<file path="config.mk">
export PLATFORM = sky130hd
export DESIGN_NAME = duck_sprite_engine
export DESIGN_NICKNAME = d
export VERILOG_FILES = /design/src/rtl/duck_sprite_engine.sv
export SDC_FILE = /design/constraint.sdc
export NUM_CORES = 1
export LEC_CHECK = 0
export ABC_CLOCK_PERIOD_IN_PS = 5200
export CAP_MARGIN = 20
export CORE_ASPECT_RATIO = 1.5
export CORE_MARGIN = 1.5
export CORE_UTILIZATION = 45
export DETAILED_ROUTE_END_ITERATION = 16
export GPL_TIMING_DRIVEN = 0
export PLACE_DENSITY_LB_ADDON = 0.08
export SETUP_SLACK_MARGIN = 0.4
export SLEW_MARGIN = 30
export SYNTH_ARGS = -nofsm -noshare
export SYNTH_HDL_FRONTEND = slang
export SYNTH_SLANG_ARGS = --single-unit
</file>
<file path="constraint.sdc">
create_clock -name clk_i -period 5.2 [get_ports clk_i]
set_clock_uncertainty 0.2 [all_clocks]
set_input_delay 0.52 -clock clk_i [delete_from_list [all_inputs] [get_ports clk_i]]
set_output_delay 0.52 -clock clk_i [all_outputs]
set_load 0.01 [all_outputs]
</file>
<file path="src/rtl/duck_sprite_engine.sv">
// Single-duck sprite engine: owns position, bounce flight, shot hit test,
// freeze/fall/respawn sequence and the registered per-pixel draw output
// that feeds one duck slot of the draw-priority mux.
module duck_sprite_engine #(
  parameter int unsigned X_START        = 0,
  parameter int unsigned Y_START        = 200,
  parameter int unsigned DUCK_W         = 16,
  parameter int unsigned DUCK_H         = 16,
  parameter int unsigned H_MAX          = 640,
  parameter int unsigned SKY_BOTTOM     = 360,
  parameter int unsigned SPEED          = 2,
  parameter int unsigned FALL_SPEED     = 4,
  parameter int unsigned HIT_FRAMES     = 30,
  parameter int unsigned RESPAWN_FRAMES = 60,
  parameter logic [5:0]  BODY_COLOR     = 6'b100100,
  parameter logic [5:0]  HEAD_COLOR     = 6'b001000,
  parameter logic [5:0]  HIT_COLOR      = 6'b110000
) (
  input  logic       clk_i,
  input  logic       rst_ni,
  input  logic       frame_tick_i,
  input  logic       video_on_i,
  input  logic [9:0] pixel_x_i,
  input  logic [9:0] pixel_y_i,
  input  logic       shot_valid_i,
  input  logic [9:0] shot_x_i,
  input  logic [9:0] shot_y_i,
  output logic       duck_draw_o,
  output logic [5:0] duck_data_o,
  output logic       hit_o,
  output logic [1:0] state_o
);

  typedef enum logic [1:0] {
    StFly     = 2'd0,
    StHit     = 2'd1,
    StFall    = 2'd2,
    StRespawn = 2'd3
  } state_e;

  // All bound arithmetic is done in 11 bits so sums never wrap.
  localparam logic [10:0] XMax      = 11'(H_MAX - DUCK_W);
  localparam logic [10:0] YMax      = 11'(SKY_BOTTOM - DUCK_H);
  localparam logic [10:0] Speed     = 11'(SPEED);
  localparam logic [10:0] FallSpeed = 11'(FALL_SPEED);
  localparam logic [10:0] DuckW     = 11'(DUCK_W);
  localparam logic [10:0] DuckH     = 11'(DUCK_H);
  localparam logic [10:0] HeadX     = 11'(DUCK_W - 4);
  localparam logic [10:0] HeadY     = 11'd4;
  localparam logic [9:0]  XStart    = 10'(X_START);
  localparam logic [9:0]  YStart    = 10'(Y_START);
  localparam logic [6:0]  HitLast   = 7'(HIT_FRAMES - 1);
  localparam logic [6:0]  RespLast  = 7'(RESPAWN_FRAMES - 1);

  state_e     state_q, state_d;
  logic [9:0] x_q, x_d, y_q, y_d;
  logic       dx_q, dx_d, dy_q, dy_d;
  logic [6:0] cnt_q, cnt_d;
  logic       hit_q, hit_d;
  logic       draw_q, draw_d;
  logic [5:0] data_q, data_d;

  logic [10:0] x_ext, y_ext, sx_ext, sy_ext, px_ext, py_ext;
  logic [9:0]  x_fly, y_fly;
  logic        dx_fly, dy_fly;
  logic        shot_in, pix_in, head_in;

  assign x_ext  = {1'b0, x_q};
  assign y_ext  = {1'b0, y_q};
  assign sx_ext = {1'b0, shot_x_i};
  assign sy_ext = {1'b0, shot_y_i};
  assign px_ext = {1'b0, pixel_x_i};
  assign py_ext = {1'b0, pixel_y_i};

  // Box membership for the shot aim point and the current pixel.
  always_comb begin
    shot_in = (sx_ext >= x_ext) && (sx_ext < x_ext + DuckW) &&
              (sy_ext >= y_ext) && (sy_ext < y_ext + DuckH);
    pix_in  = (px_ext >= x_ext) && (px_ext < x_ext + DuckW) &&
              (py_ext >= y_ext) && (py_ext < y_ext + DuckH);
    // Only meaningful when pix_in holds, so the subtractions cannot underflow.
    head_in = ((px_ext - x_ext) >= HeadX) && ((py_ext - y_ext) < HeadY);
  end

  // Candidate flight step on each axis, clamping and reversing at the limits.
  always_comb begin
    x_fly  = x_q;
    dx_fly = dx_q;
    if (dx_q) begin
      if (x_ext + Speed > XMax) begin
        x_fly  = XMax[9:0];
        dx_fly = 1'b0;
      end else begin
        x_fly = x_q + Speed[9:0];
      end
    end else begin
      if (x_ext < Speed) begin
        x_fly  = 10'd0;
        dx_fly = 1'b1;
      end else begin
        x_fly = x_q - Speed[9:0];
      end
    end

    y_fly  = y_q;
    dy_fly = dy_q;
    if (dy_q) begin
      if (y_ext + Speed > YMax) begin
        y_fly  = YMax[9:0];
        dy_fly = 1'b0;
      end else begin
        y_fly = y_q + Speed[9:0];
      end
    end else begin
      if (y_ext < Speed) begin
        y_fly  = 10'd0;
        dy_fly = 1'b1;
      end else begin
        y_fly = y_q - Speed[9:0];
      end
    end
  end

  // Next-state logic for the fly/hit/fall/respawn sequence.
  always_comb begin
    state_d = state_q;
    x_d     = x_q;
    y_d     = y_q;
    dx_d    = dx_q;
    dy_d    = dy_q;
    cnt_d   = cnt_q;
    hit_d   = 1'b0;
    unique case (state_q)
      StFly: begin
        // A hit wins over a coincident tick: position stays where it was shot.
        if (shot_valid_i && shot_in) begin
          state_d = StHit;
          hit_d   = 1'b1;
          cnt_d   = 7'd0;
        end else if (frame_tick_i) begin
          x_d  = x_fly;
          y_d  = y_fly;
          dx_d = dx_fly;
          dy_d = dy_fly;
        end
      end
      StHit: begin
        if (frame_tick_i) begin
          if (cnt_q == HitLast) begin
            state_d = StFall;
            cnt_d   = 7'd0;
          end else begin
            cnt_d = cnt_q + 7'd1;
          end
        end
      end
      StFall: begin
        if (frame_tick_i) begin
          if (y_ext + FallSpeed >= YMax) begin
            y_d     = YMax[9:0];
            state_d = StRespawn;
            cnt_d   = 7'd0;
          end else begin
            y_d = y_q + FallSpeed[9:0];
          end
        end
      end
      StRespawn: begin
        if (frame_tick_i) begin
          if (cnt_q == RespLast) begin
            state_d = StFly;
            x_d     = XStart;
            y_d     = YStart;
            dx_d    = 1'b1;
            dy_d    = 1'b0;
            cnt_d   = 7'd0;
          end else begin
            cnt_d = cnt_q + 7'd1;
          end
        end
      end
      default: state_d = StFly;
    endcase
  end

  // Per-pixel colour selection; registered to give a fixed one-cycle lag.
  always_comb begin
    draw_d = 1'b0;
    data_d = 6'd0;
    if (video_on_i && (state_q != StRespawn) && pix_in) begin
      draw_d = 1'b1;
      if ((state_q == StHit) || (state_q == StFall)) begin
        data_d = HIT_COLOR;
      end else if (head_in) begin
        data_d = HEAD_COLOR;
      end else begin
        data_d = BODY_COLOR;
      end
    end
  end

  // State register; reset clears everything asynchronously.
  always_ff @(posedge clk_i or negedge rst_ni) begin
    if (!rst_ni) begin
      state_q <= StFly;
      x_q     <= XStart;
      y_q     <= YStart;
      dx_q    <= 1'b1;
      dy_q    <= 1'b0;
      cnt_q   <= 7'd0;
      hit_q   <= 1'b0;
      draw_q  <= 1'b0;
      data_q  <= 6'd0;
    end else begin
      state_q <= state_d;
      x_q     <= x_d;
      y_q     <= y_d;
      dx_q    <= dx_d;
      dy_q    <= dy_d;
      cnt_q   <= cnt_d;
      hit_q   <= hit_d;
      draw_q  <= draw_d;
      data_q  <= data_d;
    end
  end

  assign duck_draw_o = draw_q;
  assign duck_data_o = data_q;
  assign hit_o       = hit_q;
  assign state_o     = state_q;

endmodule

</file>
# Word-level counts from Yosys, hierarchy flattened
# Index checks and enable logic that the tools add are counted.
# op_classes
n_eq_ne	15
magnitude_cmp	15
div_mod_pow	0
multipliers	0
reduce_logical	18
shifts	0
n_bitwise	0
n_addsub	13
mux	56
# op_table
operator	n
2-to-1 mux 10 bit	16
2-to-1 mux 7 bit	7
less-than comparator 10 x 11 -> 1 bit	4
greater-or-equal comparator 10 bit	4
one-hot mux 10 bit (3 select lines)	1
one-hot mux 7 bit (4 select lines)	1
adder 10 x 2 -> 11 bit, second input constant	2
adder 10 x 5 -> 11 bit, second input constant	2
subtractor 10 x 10 -> 11 bit	2
adder 10 x 2 -> 10 bit, second input constant	2
less-than comparator 10 x 2 -> 1 bit, second input constant	2
inequality test 2 bit, second input constant	10
one-hot mux 10 bit (2 select lines)	1
subtractor 10 x 2 -> 10 bit, second input constant	2
2-to-1 mux 6 bit	3
2-to-1 mux 1 bit	17
2-to-1 mux 2 bit	7
adder 10 x 3 -> 11 bit, second input constant	1
greater-or-equal comparator 11 x 4 -> 1 bit, second input constant	1
greater-or-equal comparator 11 x 9 -> 1 bit, second input constant	1
greater-than comparator 11 x 10 -> 1 bit, second input constant	1
greater-than comparator 11 x 9 -> 1 bit, second input constant	1
less-than comparator 11 x 3 -> 1 bit, second input constant	1
adder 10 x 3 -> 10 bit, second input constant	1
15 further kinds	27
# word_totals
ff_bits	39
in_bits	45
elab_cells	126
rom_bits	0
mem_bits_rw	0
latch_bits	0
mem_count	0

# Longest topological paths before layout
# Gate-level depths: netlist of run 1.
# depth
depth_word	8
ltp_mapped	14
mapped_depth_nobuf	11

# Worst setup path after synthesis of run 1
# OpenSTA, ideal clock, no wires.
# synth_timing
path_type	reg2reg
start	register y_q[7]
end	register dy_q
setup_time_ns	0.124
path_stages_with_launch	13
path_buffers	2
period_less_slack_ns	3.451
required_time_ns	4.876
path_slack_ns	1.749
arrival_time_ns	3.127
path_cell_list	dfstp_2 > clkbuf_1 > clkinv_1 > xnor2_1 > ha_1 > o211a_1 > a211oi_1 > a2111oi_0 > a211oi_1 > o211a_2 > buf_6 > nor4b_1 > a211o_1
# synth_via
elab_chain_cells	7
# synth_lines
element	line	text
start: declaration	56	logic [9:0] x_q, x_d, y_q, y_d;
start signal: assignment	207	y_q <= YStart;
start signal: assignment	217	y_q <= y_d;
adder 10 x 2 -> 11 bit	108	if (y_ext + Speed > YMax) begin
greater-than comparator 11 x 9 -> 1 bit	108	
2-to-1 mux 1 bit	108	
2-to-1 mux 1 bit	107	if (dy_q) begin
2-to-1 mux 1 bit	140	end else if (frame_tick_i) begin
2-to-1 mux 1 bit	136	if (shot_valid_i && shot_in) begin
one-hot mux 1 bit (2 select lines)	133	unique case (state_q)
end signal: assignment	219	dy_q <= dy_d;
end: declaration	57	logic dx_q, dx_d, dy_q, dy_d;
# Parallel ways exist; a longest one is shown, timed or not. The select of a mux whose other input is x is not followed.
# A chain may end at the register's enable or synchronous reset.

# Worst setup path after layout of run 1
# Same ends and word-level chain as after synthesis.

==> impl.org, run 1 <==
** Placement
- PortBufs :: 49
- Sum of net half-perimeters after detailed placement :: about 12000 microns
- Post-placement setup slack :: about 1 ns
- GPL Wtd Cong :: 0.9225

** STA
- Total setup violations reported at the end of the flow :: 0
- Period minus WS final :: approximately 4.2 ns
- The number of pins exceeding their max-slew limit in the final report came to 0.
- The number of hold violations in the final report is 0.
- Setup slack on the critical path of the routed design comes to just under 1 ns.
- Relative slew slack :: 38.97%
- Setup TNS :: 0 ns
- The final critical path takes up 81.44% of the cycle.
- For the pin with the worst max-slew slack, the measured transition is a little over 0.9 ns.
- Upper clock frequency limit :: 0.2361 GHz
- Setup repair after global routing left no endpoint under its margin.
- Final hold slack :: approximately 0.35 ns

** Worst hold path
- The worst hold path belongs to the class reg -> reg.
- WHS Endpoint :: cnt_q[3]
- The startpoint identified for the worst hold timing path is cnt_q[3].
- Along the worst hold path, the cell count comes to 1.

** Finish
- Number of nets at the end of the flow :: just under 800
- Summing all flip-flop and latch instances after layout gives about 880 sq um.
- Fraction of final layout cells sized beyond drive strength 1 :: between 8 and 9%
- From synthesis to final layout, the design area changed by 17.01%.
- After filler insertion, the fill cell instance count of the layout stands at between 1000 and 1500.
- 0 antenna diodes ended up in the layout.
- In the final layout, the multi-input gates occupy between 0.003 and 0.004 sq mm.

** Synth
- Number of distinct library cells after synthesis :: 94
- In this run the cell area of the synthesized design comes to about 0.0050 sq mm.
- Yosys mapped a number of flops with a built-in enable equal to 0.
- In this run, synthesis produced a sequential element count of 35.
- After synthesis, the share of flip-flops with an asynchronous set or reset is 100.0%.
- In the post-synthesis netlist, the biggest area contributors are ha_1 (18%), dfrtp_1 (15%), a21oi_1 (3.2%), nor2_1 (2.9%), xnor2_1 (2.8%).
- Yosys printed 0 warnings.
- Seq/Total Area, Yosys :: 17.59%
- Top-area cell type share of the netlist area :: 18.49%
- Gate Count Post-Synth :: just over 600
- Most instantiated flip-flop cell in the synthesis netlist :: dfrtp_1
- The synthesized design spends more area on one cell type than any other, namely ha_1.
- Mean instance size in the synthesized netlist :: just over 8 sq um

** Setup path
- In this run the critical register-to-register path is captured at dy_q.
- Data arrival, critical path :: about 4.2 ns
- The worst setup path is captured at a flip-flop.
- RR Startpoint :: y_q[7]
- CP Launch Type :: flip-flop
- Among all stages on the critical path, the largest delay is contributed by dfstp_2.
- STA puts the critical path data required time at approximately 5.2 ns.
- Most Frequent Cell on Critical Path :: a211oi_1
- The largest single stage delay on the critical path is about 0.56 ns.
- The signal on the critical path passes through clkbuf_1 -> clkinv_1 -> xnor2_1 -> ha_1 -> o211a_1 -> a211oi_1 -> a2111oi_0 -> a211oi_1 -> o211a_2 -> buf_6 -> nor4b_1 -> a211o_1.
- Setup slack on the worst reg-to-reg path comes out at 0.97 ns.
- Worst-case reg-to-reg path depth :: 12
- Largest driver fanout on the critical path :: 10
- Worst Path Class, Setup :: reg -> reg

** Power
- IR drop worst, VDD :: ~0.3 mV
- Total power divided by cell area :: around 560 mW/mm^2
- Leak :: between 2 and 2.5 nW

** Route
- Via density :: between 6 and 7
- Total detailed-routing wirelength :: roughly 15000 microns
- In the final routed layout, each cell accounts on average for 18.59 microns.
- The final route contains between 5000 and 6000 vias.
- Residual DRC :: 0
- Iteration-0 DRC Markers :: 309
- Pre-Repair DR Iteration Count :: 5
- In this run the remaining antenna-violating nets after routing total 0.

** Global routing
- Global routing consumed, over all layers together, a little over a quarter of the routing resources.
- GR Overflow Total :: 0
- Largest net degree at the start of global routing :: 19
- Initial antenna violation count :: 0
- First-pass GRT wire length :: about 24000 microns
- Number of global-route vias before repair :: between 4000 and 5000

** Clock network
- Count of instances resized after the clock tree is built :: 0
- The later pin in the worst-skew pair is clocked with a latency of roughly 0.28 ns.
- TritonCTS created 5 clock buffers.
- TritonCTS sink count :: 35
- Maximum number of buffers from clock root to sink :: 2
- Root buffer selected by CTS :: clkbuf_16
- H-tree depth :: 2
- TritonCTS built the clock tree.
- Worst-path clk slew :: ~0.060 ns

** Floorplan
- Num ports :: 55
- Die outline height :: ~130 microns
- Measured along the x axis, the die boundary spans between 80 and 90 microns.
- Overall die area :: 0.01179 sq mm
- The floorplan has 47 rows.
- Core Area :: approximately 0.011 sq mm
- Initial Utilization :: a little under half

** Job
- The tool flagged a number of max-cap violations equal to 0.

** Run status
- The run finished with clean final reports.
==> metrics by stage <==
stage          utilization [%]  area [sq um]  total power [W]  cells
2_1_floorplan                -          5012         0.002311    611
3_3_place_gp             51.99          5687         0.002892    807
3_5_place_dp             52.20          5709         0.002956    808
4_1_cts                  53.58          5861         0.003270    817
5_1_grt                  53.58          5861         0.003576    817
6_report                 53.58          5861         0.003295    817
==> what timing repair did <==
action	4_1_cts	5_1_grt
endpoints found under the hold margin	7	0
hold buffers	1	0
buffers inserted	0	0
==> Yosys cell counts (4+ instances only) <==
cell type,n
a311oi_1,4
buf_2,8
nor4_1,4
xor2_1,4
o21a_1,4
nor2_1,39
o22ai_1,6
o21ai_1,7
mux2_1,5
dfrtp_1,31
o31ai_1,9
inv_1,35
or4_1,5
a211oi_1,15
nor3_1,18
nand3b_1,5
and3_1,10
a21oi_1,32
dfstp_2,4
a31oi_1,11
a2111oi_0,5
o32ai_1,5
a311o_1,4
nand4_1,9
xnor2_1,16
nor2b_1,6
and2_1,4
nand2_1,35
a211o_1,4
nand3_1,25
a21o_1,4
ha_1,74
o211a_1,5
o211ai_1,12
mux2i_1,6
clkbuf_1,15
o21ai_0,27
a221oi_1,4
buf_4,5
==> metal layers <==
metal	track usage (%)	share of wire, %
met5	0	0
met4	10.85	3.4
met3	2.129	4.4
met2	47.28	54
met1	30.39	38
==> worst max-delay path: cells and delay by family, from the launching register on <==
family,cells,cell delay [ns]
buf+inv,3,1.04
fa+ha+maj,1,0.30
simple gates,1,0.07
flops,1,0.56
compound gates,6,1.57
xor+xnor,1,0.39
==> cell usage in the layout, fill, tap and decap left out, types with 6 or more instances in the layout <==
cell             netlist  final
a211oi_1              15     15
clkbuf_1              15     16
o31ai_1                9      9
nand2_1               35     35
nand3_1               25     25
nor2_1                39     39
o22ai_1                6      6
a31oi_1               11     11
nor2b_1                6      6
inv_1                 35     35
a21oi_1               32     32
o21ai_1                7      7
xnor2_1               16     16
nand4_1                9      9
ha_1                  74     74
o21ai_0               27     27
nor3_1                18     18
and3_1                10     10
buf_2                  8      9
mux2i_1                6      6
clkdlybuf4s50_1        0     48
dfrtp_1               31     31
o211ai_1              12     12
==> cell type report <==
class | instances | share of cell area [%]
buffer | 32 | 2.925
timing repair buffer | 51 | 8.924
inverter | 38 | 2.434
clock buffer | 6 | 2.199
multi-input combinational | 506 | 65.14
tap | 147 | 3.138
sequential | 35 | 15.03
clock inverter | 2 | 0.2135
==> sequential cells by signal, summed over array words and instances (netlist names) <==
register,flops
cnt_q,7
duck_draw_o,1
x_q,9
state_o,2
hit_o,1
dx_q,1
duck_data_o,4
y_q,9
dy_q,1
==> where the power goes <==
group	switching, W	internal, W
clock	0.000119	0.000177
sequential	0.0000925	0.000372
combinational	0.00155	0.000980
total	0.00177	0.00153
==> how the worst max path moves through the flow <==
| stage | startpoint | end | slack [ns] | depth (start not counted) |
|---|---|---|---|---|
| after floorplan | y_q[7] | dy_q | 1.75 | 12 |
| after global placement | y_q[7] | dy_q | 1.11 | 12 |
| after detailed placement | y_q[7] | dy_q | 0.99 | 12 |
| after CTS | y_q[7] | dy_q | 0.99 | 12 |
| after global routing | y_q[7] | x_q[7] | 0.70 | 12 |
| final | y_q[7] | dy_q | 0.97 | 12 |
==> cell families after synthesis <==
logic type               Yosys count  synth area share [%]
AO/OA/AOI/OAI                    209                 31.20
XOR/XNOR                          21                 3.822
adder cells (fa/ha/maj)           78                 19.36
buffers and inverters             70                 6.270
flip-flops                        35                 17.59
multiplexers                      11                 2.323
other                              1               0.07487
AND/OR/NAND/NOR                  185                 19.36
Power figures use the tool's default switching activity.
==> run 2: changes to the inputs <==
--- a/config.mk
+++ b/config.mk
@@ -5,7 +5,7 @@
 export SDC_FILE = /design/constraint.sdc
 export NUM_CORES = 1
 export LEC_CHECK = 0
-export ABC_CLOCK_PERIOD_IN_PS = 5200
+export ABC_CLOCK_PERIOD_IN_PS = 4000
 export CAP_MARGIN = 20
 export CORE_ASPECT_RATIO = 1.5
 export CORE_MARGIN = 1.5
==> constraint.sdc (replaced) <==
create_clock -name clk_i -period 4 [get_ports clk_i]
set_clock_uncertainty 0.2 [all_clocks]
set_input_delay 0.4 -clock clk_i [delete_from_list [all_inputs] [get_ports clk_i]]
set_output_delay 0.4 -clock clk_i [all_outputs]
set_load 0.01 [all_outputs]
==> run 2 against run 1 <==
Sequential share of layout area fell by 0.42 points; global-route usage up 0.13 points; cell area rose by 3.0%; power increased by 36%; fmax up 19%; sequential power grew 30%; largest power group unchanged; critical endpoint is now state_o[0].
==> impl.org, run 2 (synthesis gave the netlist of run 1 again) <==
** Route
- Dividing the detail-routed via count by the number of cells gives ~6.3.
- The detailed router placed between 5000 and 6000 vias in this run.
- The first routing iteration left roughly 270 violations.
- In this run the remaining antenna-violating nets after routing total 0.
- For this run, design rule violations remaining after detail routing come to 0.
- After detailed routing, the total wire length is 15510 microns.
- The first detailed-routing pass took 5 iterations.
- Dividing the detail-routed wire length by the instance count gives ~19 microns.

** Clock network
- TritonCTS built the clock tree.
- H-tree depth :: 2
- Worst-path clk slew :: 0.06 ns
- Clock buffer count from CTS :: 5
- The clock reaches the later pin of the worst-skew pair after between 0.2 and 0.3 ns.
- Maximum number of buffers from clock root to sink :: 2
- Clock tree synthesis found a total of 35 sinks.
- Root buffer selected by CTS :: clkbuf_16

** Power
- Total power divided by cell area :: between 700 and 800 mW/mm^2
- The analysis attributes to cell leakage a power of 2.482 nW.
- Across the VDD grid, the largest voltage drop is between 0.4 and 0.5 mV.

** Worst hold path
- Worst min path class :: reg -> reg
- Hold Path Cell Cnt :: 1

** Placement
- After legalization and detailed placement, the total HPWL measured ~12000 microns.
- In this run the tool buffered the top-level ports with between 40 and 50 buffer cells.
- The congestion estimate from routability-driven global placement came to roughly 0.92.
- Post-detailed-placement cell area :: around 0.0057 sq mm

** Finish
- Number of nets at the end of the flow :: 799
- Most common cell after layout, fill and taps aside :: ha_1
- In the final layout, the share of cells above drive strength 1 is 11.60%.
- Fill count :: about 1100
- In the final layout, the registers with the most flip-flops are x_q (9), y_q (9), cnt_q (7).
- From synthesis to final layout, the design area changed by 20.51%.
- Summing all non-filler instances in the final layout gives an area of 0.006036 sq mm.
- FF/Latch Area :: ~880 sq um
- Diodes inserted :: 0
- Final core utilization :: a little under three fifths
- Highest-count cells in the layout ignoring fill and taps :: ha_1 (74), clkdlybuf4s50_1 (48), nor2_1 (39)
- Multi-input combinational cell area :: around 0.0039 sq mm

** Setup path
- RR Startpoint :: y_q[6]
- The largest single stage delay on the critical path is between 0.5 and 0.6 ns.
- Reg2Reg Setup Slack :: between 0.4 and 0.5 ns
- Reg-to-reg endpoint :: state_o[0]
- Worst Path Class, Setup :: reg -> reg
- The worst setup path is launched from a flip-flop.
- STA classifies the critical path endpoint as a flip-flop.
- Together, buffers and inverters on the worst path number 3.
- Required arrival time at the worst endpoint :: approximately 4.0 ns
- Counting buffers and inverters, the worst setup path is 11 cells deep.
- Cell family with the largest share of critical-path delay :: compound AO/OA/AOI/OAI gates
- Data arrival, critical path :: between 3 and 4 ns
- Tracing the worst setup path back leads to its startpoint at y_q[6].
- Along the worst path, the maximum fanout reaches 10.
- Cell Chain, Critical Path :: buf_4 -> clkbuf_4 -> xnor2_1 -> ha_1 -> a2111oi_4 -> a2111oi_2 -> a211oi_2 -> buf_4 -> o211ai_4 -> a211oi_2 -> mux2i_1
- Standard cell with the maximum stage delay on the critical path :: dfstp_2
- Last element of the critical path :: state_o[0]
- Worst-case reg-to-reg path depth :: 11

** Floorplan
- Core Area :: between 0.01 and 0.015 sq mm
- Die X :: slightly below 90 microns
- Die outline height :: roughly 130 microns
- Num ports :: between 50 and 60
- The die covers 0.01179 sq mm.
- The floorplan has 47 rows.
- For this configuration, the core starts out at a cell density of between 40% and 50%.

** Global routing
- Global routing used a little over a quarter of the available tracks.
- The via count of the first global-routing pass came to approximately 5000.
- First-pass GRT wire length :: 24610 microns
- Entering global routing, the biggest net connects 19 pins.
- The initial antenna violation count came to 0.
- For this run the aggregate overflow at the end of global routing stands at 0.

** Run status
- Status :: completed

** Job
- Max-cap violations :: 0

** STA
- The number of pins exceeding their max-slew limit in the final report is 0.
- The number of hold violations in the final report was 0.
- Timing would allow up to 0.2809 GHz.
- Setup repair after global routing missed its margin :: yes
- For the pin with the worst max-slew slack, the measured transition is about 0.80 ns.
- Headroom to the max-slew limit came out at between 40 and 50%.
- Period minus WS final :: 3.560 ns
- Dividing the final minimum period by the clock period gives between 80% and 90%.
- Setup violations remaining at the end of the flow were counted as 0.
[run 2: cell count changes in the layout (fill, tap and decap cells not counted), moves of 2 or more]
cell / previous run / this run
buf_4: 5 / 17
buf_2: 9 / 6
clkbuf_1: 16 / 13
clkbuf_4: 0 / 3
clkinvlp_4: 1 / 4
a2111oi_0: 5 / 3
a211oi_1: 15 / 13
a211oi_2: 1 / 3
clkbuf_2: 0 / 2
clkinv_1: 3 / 1
inv_1: 35 / 33
[run 2: area by class of cell]
type / instances / share of cell area, %
sequential: 35 / 14.61
timing repair buffer: 62 / 10.03
clock inverter: 2 / 0.2073
buffer: 32 / 3.068
inverter: 38 / 2.591
clock buffer: 6 / 2.135
tap: 147 / 3.047
multi-input combinational: 506 / 64.30
[run 2: where the power goes]
group	leakage [nW]	internal, W	switching [W]
sequential	0.440	0.000485	0.000117
clock	0.0669	0.000230	0.000155
combinational	1.98	0.00139	0.00210
total	2.48	0.00210	0.00237
[run 2: through the flow]
step | setup WS [ns] | setup TNS (ns) | std cells | hold WS (ns) | power (W)
6_report | 0.4401 | 0 | 828 | 0.3529 | 0.004469
5_1_grt | 0.2511 | 0 | 828 | 0.3827 | 0.004839
4_1_cts | 0.4058 | 0 | 819 | 0.3568 | 0.004286
3_5_place_dp | -0.2108 | -3.359 | 808 | 0.1753 | 0.003843
3_3_place_gp | -0.09417 | -1.116 | 807 | 0.3286 | 0.003760
2_1_floorplan | 0.5487 | 0 | 611 | -0.09559 | 0.003005
[run 2: worst min-delay path by stage]
stage	end	slack, ns	start
3_3_place_gp	cnt_q[1]	0.33	cnt_q[1]
4_1_cts	cnt_q[3]	0.36	cnt_q[3]
6_report	cnt_q[3]	0.35	cnt_q[3]
2_1_floorplan	cnt_q[0]	-0.1	rst_ni
3_5_place_dp	y_q[2]	0.18	rst_ni
5_1_grt	cnt_q[3]	0.38	cnt_q[3]
[run 2: timing repair]
action                                  in CTS  in global routing
endpoints found under the setup margin      30                 28
resized for setup                            9                 17
pin swaps                                    1                  2
buffers inserted                             2                  9
hold buffers                                 1                  0
endpoints found under the hold margin       15                  0
[run 2: layer usage]
metal	wire (microns)	track usage [%]
met5	0	0
met4	491	11.03
met3	722	2.254
met2	8387	47.37
met1	5904	30.54
==> run 3: changes to the inputs <==
--- a/config.mk
+++ b/config.mk
@@ -13,7 +13,6 @@
 export DETAILED_ROUTE_END_ITERATION = 16
 export GPL_TIMING_DRIVEN = 0
 export PLACE_DENSITY_LB_ADDON = 0.08
-export SETUP_SLACK_MARGIN = 0.4
 export SLEW_MARGIN = 30
 export SYNTH_ARGS = -nofsm -noshare
 export SYNTH_HDL_FRONTEND = slang
==> constraint.sdc (replaced) <==
create_clock -name clk_i -period 4 [get_ports clk_i]
set_clock_uncertainty 0.2 [all_clocks]
set_input_delay 0.6 -clock clk_i [delete_from_list [all_inputs] [get_ports clk_i]]
set_output_delay 0.6 -clock clk_i [all_outputs]
set_load 0.01 [all_outputs]
==> run 3 against run 2 <==
Via count fell by 2.2%; clock power about the same; cell area is 3.0% lower; clock-buffer cell count stayed put; critical path depth increased by 1; sequential power increased by 3%; hold slack worse by 0.29 ns; worst setup slack lost 0.16 ns; final cell count decreased by 1.7%; power down 4.3%; critical path type unchanged; critical endpoint is now y_q[1]; largest power group unchanged.
==> impl.org, run 3 (synthesis gave the netlist of run 1 again) <==
** Run status
- Status :: completed

** Placement
- GPL Wtd Cong :: 0.9225
- Number of cells in the design after placement :: 808
- Sum of net half-perimeters after detailed placement :: between 10000 and 15000 microns
- PortBufs :: between 40 and 50
- Post-placement setup slack :: -0.2108 ns
- Summing all placed instances gives a cell area of around 0.0057 sq mm.

** Setup path
- STA classifies the critical path endpoint as a flip-flop.
- The critical path ends at y_q[1].
- In this design, the stage delay of the slowest critical-path cell is roughly 0.50 ns.
- CP Launch Type :: flip-flop
- STA puts the critical path data arrival time at around 3.7 ns.
- Reg2Reg Setup Slack :: between 0.2 and 0.3 ns
- For the worst setup path, the data required time is just under 4 ns.
- Critical path launch point :: y_q[4]
- For the worst flop-to-flop path, the logic depth is 12.
- Reg-to-reg endpoint :: y_q[1]
- Standard cell with the maximum stage delay on the critical path :: dfrtp_1
- The critical path in this run is classified as reg -> reg.
- Largest driver fanout on the critical path :: 10
- In this run the critical register-to-register path is launched from y_q[4].
- Cell Chain, Critical Path :: buf_2 -> inv_1 -> ha_1 -> inv_1 -> ha_1 -> o211a_1 -> a211oi_1 -> a2111oi_1 -> a211oi_2 -> o211a_2 -> nor3_1 -> mux2_1

** Global routing
- The first global-routing pass estimated approximately 25000 microns of wire.
- Number of global-route vias before repair :: around 5000
- Summed over all layers, the global routing overflow is 0.
- Initial antenna violation count :: 0
- GRT Total Usage :: roughly a quarter
- Entering global routing, the biggest net connects 19 pins.

** Job
- The tool flagged a number of max-cap violations equal to 0.

** Floorplan
- 55 I/O pins were placed.
- The region available for standard cell placement spans approximately 0.011 sq mm.
- Die X :: just under 90 microns
- The die covers around 0.012 sq mm.
- Core Rows :: 47
- Initial Utilization :: between 40% and 50%
- The die is 132.2 microns tall.

** Clock network
- Clock tree synthesis inserted a total of 5 buffers.
- Buffers inserted during post-CTS setup optimization :: 0
- In this run the number of H-tree levels came out at 2.
- Clock-pin slew was measured on the worst setup and hold paths at 0.06 ns.
- TritonCTS built the clock tree.
- The clock reaches the later pin of the worst-skew pair after approximately 0.28 ns.
- Maximum number of buffers from clock root to sink :: 2
- Root buffer selected by CTS :: clkbuf_16
- CTS saw 35 sinks.

** STA
- Setup repair after global routing left no endpoint under its margin.
- Final Hold Vio Count :: 0
- Headroom to the max-slew limit came out at between 40% and 50%.
- Worst path setup slack after routing :: ~0.28 ns
- Share of the clock period used by the worst path after layout :: ~93%
- Upper clock frequency limit :: about 0.27 GHz
- Worst slew pin tran :: 0.8919 ns
- Period minus WS final :: approximately 3.7 ns
- The number of pins exceeding their max-slew limit in the final report is 0.
- Total setup violations reported at the end of the flow :: 0

** Finish
- Highest-count cells in the layout ignoring fill and taps :: ha_1 (74), clkdlybuf4s50_1 (48), nor2_1 (39)
- Area growth from synthesis to final layout :: 16.84%
- The largest registers in the layout are x_q (9), y_q (9), cnt_q (7).
- Fill count :: ~1100
- Number of nets at the end of the flow :: between 700 and 800
- In the final layout, the share of cells above drive strength 1 is between 8 and 9%.
- Non-filler cells, final :: 814
- After routing the design area is approximately 0.006 sq mm.
- The number of antenna diodes in the final layout is 0.
- Most common cell after layout, fill and taps aside :: ha_1
- Final core utilization :: between 50% and 60%

** Route
- Dividing the detail-routed via count by the number of cells gives roughly 6.3.
- The first detailed-routing pass took 5 iterations.
- The routed layout has slightly above 5000 vias.
- Summed over all layers, the routed wires come to between 15000 and 20000 microns.
- Post-DR wirelength/cell :: 18.60 microns
- Residual DRC :: 0
- Antenna Violating Nets Remaining :: 0
- Iteration-0 DRC Markers :: roughly 300

** Power
- Post-route total power :: between 0.004 and 0.005 W
- Across the VDD grid, the largest voltage drop is about 0.39 mV.
- Total power divided by cell area :: ~730 mW/mm^2
- Leak :: 2.397 nW

** Worst hold path
- The path class of the tightest hold or removal check is in -> async.
-- run 3: changes by cell type in the layout (fill, tap and decap cells not counted), sizes merged --
cell	change
buf	-9
clkbuf	-4
clkinvlp	-3
clkinv	+2
dlygate4sd3	-1
inv	+1
-- run 3: how the worst min path moves through the flow --
| stage | endpoint | slack [ns] |
|---|---|---|
| 6_report | y_q[2] | 0.06 |
| 5_1_grt | y_q[2] | 0.10 |
| 4_1_cts | y_q[2] | 0.07 |
| 3_5_place_dp | cnt_q[3] | 0.34 |
| 3_3_place_gp | cnt_q[1] | 0.33 |
| 2_1_floorplan | cnt_q[0] | 0.10 |
-- run 3: timing repair --
item / 4_1_cts / 5_1_grt
gates resized for setup: 2 / 2
endpoints found under the setup margin: 26 / 28
hold buffers: 0 / 0
-- run 3: worst max-delay path, delay by kind of cell (launching register included) --
family | cells | cell delay, ns
flops | 1 | 0.50
simple gates | 1 | 0.37
mux | 1 | 0.37
buf+inv | 3 | 0.56
compound gates | 5 | 1.01
fa+ha+maj | 2 | 0.60
-- run 3: power breakdown --
| part | internal (W) | switching [W] |
|---|---|---|
| Sequential | 0.000484 | 0.000135 |
| Combinational | 0.00128 | 0.00200 |
| Clock | 0.000230 | 0.000153 |
| Total | 0.00199 | 0.00229 |
-- run 3: area by class of cell --
| class | count | area [sq um] | share of cell area, % |
|---|---|---|---|
| buffer | 30 | 163.9 | 2.801 |
| clock inverter | 2 | 12.51 | 0.2138 |
| tap | 147 | 183.9 | 3.143 |
| inverter | 38 | 143.9 | 2.459 |
| timing repair buffer | 50 | 513.0 | 8.766 |
| clock buffer | 6 | 128.9 | 2.202 |
| sequential | 35 | 880.8 | 15.05 |
| multi-input combinational | 506 | 3825 | 65.36 |
-- run 3: metal layers --
| layer | track usage [%] | wire, microns | vias to the layer above |
|---|---|---|---|
| met5 | 0 | 0 | - |
| met4 | 10.85 | 503 | 0 |
| met3 | 2.129 | 529 | 37 |
| met2 | 47.28 | 8127 | 141 |
| met1 | 30.66 | 5975 | 2451 |
| li1 | - | - | 2471 |
-- run 3: metrics by stage --
stage	setup TNS, ns	hold slack (ns)
6_report	0	0.06431
4_1_cts	0	0.07178
5_1_grt	0	0.1015
3_5_place_dp	-3.359	0.3424
2_1_floorplan	0	0.1044
3_3_place_gp	-1.116	0.3286
